File: config.mk
export PLATFORM = sky130hd
export DESIGN_NAME = icache_responder_flat
export DESIGN_NICKNAME = d
export VERILOG_FILES = /design/src/rtl/icache_responder_if.sv /design/src/rtl/icache_responder.sv /design/src/flat_wrapper.sv
export SDC_FILE = /design/constraint.sdc
export NUM_CORES = 1
export LEC_CHECK = 0
export ABC_AREA = 0
export BUFFER_PORTS_ARGS = -buffer_cell sky130_fd_sc_hd__buf_2
export CAP_MARGIN = 15
export CORE_MARGIN = 2
export CORE_UTILIZATION = 40
export CTS_BUF_LIST = sky130_fd_sc_hd__clkbuf_16
export DETAILED_ROUTE_END_ITERATION = 10
export PLACE_DENSITY = 0.61
export SYNTH_ARGS = -nofsm -noshare
export SYNTH_HDL_FRONTEND = slang
export SYNTH_SLANG_ARGS = --single-unit
File: constraint.sdc
create_clock -name CLK -period 6.8 [get_ports CLK]
set_clock_uncertainty 0.1 [all_clocks]
set_input_delay 1.36 -clock CLK [delete_from_list [all_inputs] [get_ports CLK]]
set_output_delay 1.36 -clock CLK [all_outputs]
set_load 0.02 [all_outputs]
File: src/rtl/icache_responder_if.sv
// Fetch-side and backing-memory-side signals of the instruction cache responder.
interface icache_responder_if #(
    parameter int unsigned ADDR_W = 32
) ();
    logic              imemREN;
    logic [ADDR_W-1:0] imemaddr;
    logic              flush;
    logic              ihit;
    logic [31:0]       imemload;
    logic              mem_ren;
    logic [ADDR_W-1:0] mem_addr;
    logic              mem_wait;
    logic [31:0]       mem_load;
    logic [31:0]       hit_cnt;
    logic [31:0]       miss_cnt;

    // Environment side: fetch stage plus backing memory.
    modport master (
        output imemREN, imemaddr, flush, mem_wait, mem_load,
        input  ihit, imemload, mem_ren, mem_addr, hit_cnt, miss_cnt
    );

    // Cache side.
    modport slave (
        input  imemREN, imemaddr, flush, mem_wait, mem_load,
        output ihit, imemload, mem_ren, mem_addr, hit_cnt, miss_cnt
    );
endinterface

File: src/rtl/icache_responder.sv
// Direct-mapped, one-word-per-line, read-only instruction cache.
// Hits answer combinationally; misses run a single-request refill against backing memory.
module icache_responder #(
    parameter int unsigned SETS   = 16,
    parameter int unsigned ADDR_W = 32
) (
    input logic               CLK,
    input logic               nRST,
    icache_responder_if.slave bus
);
    localparam int unsigned IDX_W = $clog2(SETS);
    localparam int unsigned TAG_W = ADDR_W - 2 - IDX_W;

    typedef enum logic {StIdle, StRefill} state_t;

    state_t             state_q, state_d;
    // Only the word address of the miss is kept; the byte offset never matters.
    logic [ADDR_W-3:0]  miss_word_q, miss_word_d;
    logic [SETS-1:0]    valid_q, valid_d;
    logic [TAG_W-1:0]   tag_arr [SETS];
    logic [31:0]        data_arr [SETS];
    logic [31:0]        hit_cnt_q, miss_cnt_q;

    logic [IDX_W-1:0]   req_idx, miss_idx;
    logic [TAG_W-1:0]   req_tag, miss_tag;
    logic               hit, grant, miss_start;

    assign req_idx  = bus.imemaddr[IDX_W+1:2];
    assign req_tag  = bus.imemaddr[ADDR_W-1:IDX_W+2];
    assign miss_idx = miss_word_q[IDX_W-1:0];
    assign miss_tag = miss_word_q[ADDR_W-3:IDX_W];

    assign hit   = (state_q == StIdle) && bus.imemREN && valid_q[req_idx] &&
                   (tag_arr[req_idx] == req_tag) && !bus.flush;
    assign grant = (state_q == StRefill) && !bus.mem_wait;

    // Hit path outputs and counters.
    always_comb begin
        bus.ihit     = hit;
        bus.imemload = hit ? data_arr[req_idx] : '0;
        bus.hit_cnt  = hit_cnt_q;
        bus.miss_cnt = miss_cnt_q;
    end

    // Refill FSM: next state, miss address capture and memory request.
    always_comb begin
        state_d      = state_q;
        miss_word_d  = miss_word_q;
        miss_start   = 1'b0;
        bus.mem_ren  = 1'b0;
        bus.mem_addr = '0;
        unique case (state_q)
            StIdle: begin
                if (bus.imemREN && !hit && !bus.flush) begin
                    state_d     = StRefill;
                    miss_word_d = bus.imemaddr[ADDR_W-1:2];
                    miss_start  = 1'b1;
                end
            end
            StRefill: begin
                bus.mem_ren  = 1'b1;
                bus.mem_addr = {miss_word_q, 2'b00};
                // Address changes and imemREN drops do not abort the refill.
                if (!bus.mem_wait) begin
                    state_d = StIdle;
                end
            end
        endcase
    end

    // Valid bits: refill grant sets one line, flush clears all and takes priority.
    always_comb begin
        valid_d = valid_q;
        if (grant) begin
            valid_d[miss_idx] = 1'b1;
        end
        if (bus.flush) begin
            valid_d = '0;
        end
    end

    // Control state, valid bits and counters.
    always_ff @(posedge CLK or negedge nRST) begin
        if (!nRST) begin
            state_q     <= StIdle;
            miss_word_q <= '0;
            valid_q     <= '0;
            hit_cnt_q   <= '0;
            miss_cnt_q  <= '0;
        end else begin
            state_q     <= state_d;
            miss_word_q <= miss_word_d;
            valid_q     <= valid_d;
            hit_cnt_q   <= hit_cnt_q + {31'b0, hit};
            miss_cnt_q  <= miss_cnt_q + {31'b0, miss_start};
        end
    end

    // Tag/data storage is written only on a refill grant and needs no reset.
    always_ff @(posedge CLK) begin
        if (grant) begin
            data_arr[miss_idx] <= bus.mem_load;
            tag_arr[miss_idx]  <= miss_tag;
        end
    end
endmodule

File: src/flat_wrapper.sv
// flat-port wrapper written by rule: the top's interface ports become plain ports
module icache_responder_flat 
#(
    parameter int unsigned SETS   = 16,
    parameter int unsigned ADDR_W = 32
)
  (CLK, nRST, bus_imemREN, bus_imemaddr, bus_flush, bus_mem_wait, bus_mem_load, bus_ihit, bus_imemload, bus_mem_ren, bus_mem_addr, bus_hit_cnt, bus_miss_cnt);
  icache_responder_if #(.ADDR_W(ADDR_W)) bus_i ();
  input logic CLK;
  input logic nRST;
  input wire logic [$bits(bus_i.imemREN)-1:0] bus_imemREN;
  input wire logic [$bits(bus_i.imemaddr)-1:0] bus_imemaddr;
  input wire logic [$bits(bus_i.flush)-1:0] bus_flush;
  input wire logic [$bits(bus_i.mem_wait)-1:0] bus_mem_wait;
  input wire logic [$bits(bus_i.mem_load)-1:0] bus_mem_load;
  output wire logic [$bits(bus_i.ihit)-1:0] bus_ihit;
  output wire logic [$bits(bus_i.imemload)-1:0] bus_imemload;
  output wire logic [$bits(bus_i.mem_ren)-1:0] bus_mem_ren;
  output wire logic [$bits(bus_i.mem_addr)-1:0] bus_mem_addr;
  output wire logic [$bits(bus_i.hit_cnt)-1:0] bus_hit_cnt;
  output wire logic [$bits(bus_i.miss_cnt)-1:0] bus_miss_cnt;
  assign bus_i.imemREN = bus_imemREN;
  assign bus_i.imemaddr = bus_imemaddr;
  assign bus_i.flush = bus_flush;
  assign bus_i.mem_wait = bus_mem_wait;
  assign bus_i.mem_load = bus_mem_load;
  assign bus_ihit = bus_i.ihit;
  assign bus_imemload = bus_i.imemload;
  assign bus_mem_ren = bus_i.mem_ren;
  assign bus_mem_addr = bus_i.mem_addr;
  assign bus_hit_cnt = bus_i.hit_cnt;
  assign bus_miss_cnt = bus_i.miss_cnt;
  icache_responder #(.SETS(SETS), .ADDR_W(ADDR_W)) u_core (.CLK(CLK), .nRST(nRST), .bus(bus_i));
endmodule
-- Word-level counts from Yosys, hierarchy flattened
Memories as Yosys holds them, arrays and structs flattened.
Index checks and enable logic that the tools add are counted.
- register bits after elaboration: 111
- bits in writable memories: 928
- bits of input ports: 69
- output and inout port bits: 130
- word-level logic and storage cells: 43
- memories kept: 2
- add/subtract/negate cells: 2
- magnitude comparators: 3
- equal/unequal tests: 1
- muxes and demuxes: 15
- bitwise logic cells: 2
- reductions and logical operators: 13
- memory list (memory ; depth ; bits a word ; rd ports ; clocked after memory_dff ; wr ports ; RTL line ; text):
    u_core.data_arr ; 16 ; 32 ; 1 ; 0 ; 1 ; icache_responder.sv:21 ; logic [31:0] data_arr [SETS];
    u_core.tag_arr ; 16 ; 26 ; 1 ; 0 ; 1 ; icache_responder.sv:20 ; logic [TAG_W-1:0] tag_arr [SETS];
- operator list (kind ; count):
    adder 32 x 1 -> 32 bit ; 2
    2-to-1 mux 32 bit ; 2
    2-to-1 mux 16 bit ; 2
    == test 26 bit ; 1
    bitwise OR 16 bit ; 1
    < comparator 4 x 5 -> 1 bit, second input constant ; 2
    logical AND 1 bit ; 8
    2-to-1 mux 1 bit ; 8
    binary-select mux 1 bit (select 4 bit) ; 1
    demux 1 bit (select 4 bit) ; 1
    greater-or-equal comparator 4 x 1 -> 1 bit, second input constant ; 1
    logical NOT 1 bit ; 3
    case mux 1 bit (2 select lines) ; 1
    AND reduction 2 bit ; 1
    nonzero test 2 bit ; 1
    NOT 1 bit ; 1

-- Depth between registers and ports, before layout
- depth after elaboration: 11
- depth in mapped cells: 22
- depth with buffers taken out: 17

-- Worst setup path before layout
Ideal clock, no wire load.
- kind: input port to flip-flop
- from: input port bus_mem_wait
- to: memory u_core.data_arr[3][0] (enable)
- library setup time: 0.548 ns
- data arrival time: 5.608 ns
- data required time: 6.152 ns
- slack: 0.544 ns
- stages: 3
- buffers on the path: 0
- path through: nor2b_1 -> nand2_1 -> nor3_1
- cells in the longest elaborated chain, start to end: 4
- ends and longest elaborated chain (item ; RTL line ; text):
    from (decl) ; flat_wrapper.sv:14 ; input wire logic [$bits(bus_i.mem_wait)-1:0] bus_mem_wait;
    logical NOT 1 bit ; icache_responder.sv:35 ; assign grant = (state_q == StRefill) && !bus.mem_wait;
    logical AND 1 bit ; icache_responder.sv:35 ;
    2-to-1 mux 1 bit ; icache_responder.sv:101 ; if (grant) begin
    2-to-1 mux 1 bit (implied by the code) ; icache_responder.sv:102 ; data_arr[miss_idx] <= bus.mem_load;
    to (decl) ; icache_responder.sv:21 ;
Every way passes these cells.

-- Final worst setup path
- from: input port bus_imemaddr[4]
- to: output port bus_imemload[19]
- cells in the longest elaborated chain, start to end: 6
- ends and longest elaborated chain (item ; RTL line ; text):
    from (decl) ; flat_wrapper.sv:12 ; input wire logic [$bits(bus_i.imemaddr)-1:0] bus_imemaddr;
    parallel branches: the longest is 5 deep, another holds memory read (16 x 26 bit) ; n/a ;
    2-to-1 mux 32 bit * ; icache_responder.sv:40 ; bus.imemload = hit ? data_arr[req_idx] : '0;
    to (decl) ; flat_wrapper.sv:17 ; output wire logic [$bits(bus_i.imemload)-1:0] bus_imemload;
Every way passes the cells marked *. The select of a mux whose other input is x is not followed.

==> results.cfg <==
[place]
dp_cells = 3472
gp_congestion = 0.770
hpwlAfterDp_mm = 53.2
port_buffers = 194
place_ws_ns = 0.661

[hold_path]
hp-start = u_core.bus.miss_cnt[31]
hold_path_class = flip-flop to flip-flop

[sta]
fmax_mhz = 164
rsz0062_at_grt = false
worstMarginPinSlew_ns = 1.15
hold_viol = 0
setup_violations = 0
tns_ns = 0
period_share_pct = 89.8
slew_viol_final = 0
finalCriticalPeriod_ns = 6.11
fin_ws_ns = 0.690
relSlewSlack_pct = 23.4

[logic_synthesis]
synth_edf_count = 928
synthesis.area_um2 = 40800
syn-mean-instance-area_um2 = 21.1
netlist_instances = 1937
ys_ff_latch = 1039
yosys-top-cells-area = edfxtp_1 68%, mux4_2 13%, dfrtp_1 6.8%
ys_types = 65
synthFlopType = edfxtp_1
async_flop_share_pct = 10.7
synth_top_area_share_pct = 68.3
yosys.area.top_type = edfxtp_1
synth-seq-area-share_pct = 75.1
yosys_warnings = 0

[grt]
antenna_found_initial = 11
overflow = 0
grt_start_max_net_pins = 97
track_usage_pct = 18.6
grt_pass1_wl_mm = 141
grt_pass1_vias = 20800

[pwr]
peakVddDrop_uv = 217
seq_power_share_pct = 53.3
power_frac_comb_pct = 6.1
leakage_nw = 16.2
p_int_mw = 10.9
finalPower_mw = 14.0
p_clk_share_pct = 40.6
sw_frac_of_total_pct = 22.4
pwr_density_cell_nw_per_um2 = 297
power.switching_mw = 3.13

[clock_network]
clk_pin_slew_ns = 0.06
holdBufCountCts = 0
numCtsBuffers = 105
tritoncts = built
cts.sinks = 1039
ctsResizeCount = 0
cts_max_level = 3
clk_latency_ns = 0.69
cts_root_buf = clkbuf_16
cts_buffer_depth = 3
post_cts_buffers = 0

[floorplanning]
die_w_um = 323
rows = 117
io_pins = 199
fp.dieH_um = 323
floorplan.die_area_um2 = 105000
initial_core_util_pct = 40.2
core-area_um2 = 101000

[flow_run]
cap_violations = 0

[detailed_routing]
vias = 20000
vias_per_cell = 5.45
wl_per_cell_um = 26.4
firstDrtPassIters = 5
postRouteAntennaNets = 0
route.detailed.drc = 0
initialDrtViolationCount = 1908
wirelength_mm = 96.9

[final_layout]
drive_gt1_share_pct = 30.8
multi_input_area_um2 = 9740
fillers = 8452
seqCellArea_um2 = 30600
stdcell_count = 3668
layout.nets = 2284
syn2layout_area_growth_pct = 15.4

[critical_path]
worstSetupPathType = primary input to output pin
path_max_fanout = 64
cp.required_ns = 5.34
start_kind = primary input
crit_arrival_ns = 4.65
crit_path_end_kind = output pin
r2r-start = u_core.tag_arr[9][3]
worstSetupStartpoint = bus_imemaddr[4]

[status]
status = finished clean
==> layout by cell type, fill, tap and decap left out, drive strengths merged, types with 5 or more instances in the layout <==
master | synthesis | layout
a22oi | 5 | 5
a221oi | 11 | 11
and4 | 7 | 7
dfrtp | 111 | 111
nor3 | 7 | 7
nor2 | 74 | 74
o22ai | 5 | 5
and3 | 15 | 15
nor2b | 47 | 47
edfxtp | 928 | 928
nand2 | 43 | 43
a21oi | 7 | 7
inv | 6 | 35
nand2b | 9 | 9
mux4 | 246 | 246
clkbuf | 33 | 106
clkinv | 0 | 45
xnor2 | 62 | 62
buf | 60 | 260
o21ai | 8 | 8
nand4 | 11 | 11
nand3 | 34 | 34
xor2 | 24 | 24
mux2 | 40 | 40
and2 | 33 | 33
mux2i | 64 | 64
bufinv | 0 | 11
==> Yosys cell counts (3+ instances only) <==
master,instances
xor2_1,24
a21oi_1,6
mux2_2,12
a2bb2oi_1,3
mux2_4,28
nand3_1,34
and2_1,33
nand4_1,11
a22oi_1,5
ha_1,4
a22o_1,4
inv_1,6
nor2_1,74
nand2_1,43
clkbuf_1,32
a221oi_1,10
and3_1,15
xnor2_1,62
dfrtp_1,111
o22ai_1,5
mux2i_1,64
edfxtp_1,928
buf_2,33
nor3_1,7
buf_6,9
mux4_1,11
o21ai_0,8
buf_4,15
nand2b_1,9
and4_1,7
nor2b_1,47
mux4_2,235
==> worst max-delay path, cell delays in order <==
cell and delay [ns]:
buf_8 0.45, mux4_2 0.59, mux2_2 0.29, a21oi_1 0.19, xor2_1 0.23, nand4_1 0.23
nor4_2 0.39, nand4b_1 0.24, buf_12 0.23, nor2b_1 0.18, buf_2 0.19
==> stage by stage <==
stage | hold WS, ns | utilization (%) | instance area, µm²
after floorplan | 0.358 | - | 40800
after global placement | 0.358 | 43.1 | 43700
after detailed placement | 0.358 | 43.1 | 43700
after CTS | 0.370 | 46.4 | 47100
after global routing | 0.389 | 46.4 | 47100
final | 0.366 | 46.4 | 47100
==> area by class of cell <==
type / count / share of cell area (%)
sequential: 1039 / 65.1
multi-input combinational: 799 / 20.7
clock buffer: 106 / 5.63
tap: 1368 / 3.63
timing repair buffer: 260 / 3.33
clock inverter: 88 / 1.60
inverter: 6 / 0.0505
antenna: 2 / 0.0106
==> state kept, by name, indices dropped and copies added, names as in the netlist <==
| register | count |
|---|---|
| u_core.data_arr | 512 |
| u_core.miss_word_q | 30 |
| u_core.tag_arr | 416 |
| u_core.state_q | 1 |
| u_core.bus.hit_cnt | 32 |
| u_core.bus.miss_cnt | 32 |
| u_core.valid_q | 16 |
==> per-layer routing <==
| layer | up-vias | GRT usage, % | wire length, µm |
|---|---|---|---|
| met4 | 12 | 4.50 | 1940 |
| li1 | 8464 | - | - |
| met1 | 10700 | 24.9 | 39900 |
| met3 | 151 | 2.93 | 5840 |
| met2 | 681 | 31.9 | 49100 |
| met5 | - | 0 | 80 |
==> cell families after synthesis <==
logic type	Yosys count	synth area share, %
multiplexers	350	16.6
AO/OA/AOI/OAI	65	1.24
flip-flops	1039	75.1
buffers and inverters	100	1.37
AND/OR/NAND/NOR	292	3.74
XOR/XNOR	86	1.85
other	1	0.00919
adder cells (fa/ha/maj)	4	0.123
==> path summary, 6_finish.rpt <==
path / endpoint / slack [ns] / depth (start not counted)
max: bus_imemload[19] / 0.69 / 11
min reg2reg: u_core.bus.miss_cnt[31] / 0.37 / 1
min in group asynchronous: u_core.miss_word_q[23] / 0.58 / 1
min: u_core.bus.miss_cnt[31] / 0.37 / 1
max in group asynchronous: u_core.bus.hit_cnt[20] / 4.57 / 2
max reg2reg: u_core.bus.hit_cnt[31] / 2.17 / 16
==> power by group through the flow <==
stage,combinational (mW),sequential (mW),clock (mW)
detailed placement,0.877,7.59,0
global route,0.919,7.49,6.03
floorplan,0.527,7.53,0
global placement,0.864,7.56,0
CTS,0.879,7.46,5.80
finish,0.854,7.46,5.68
(Power assumes the default switching activity.)
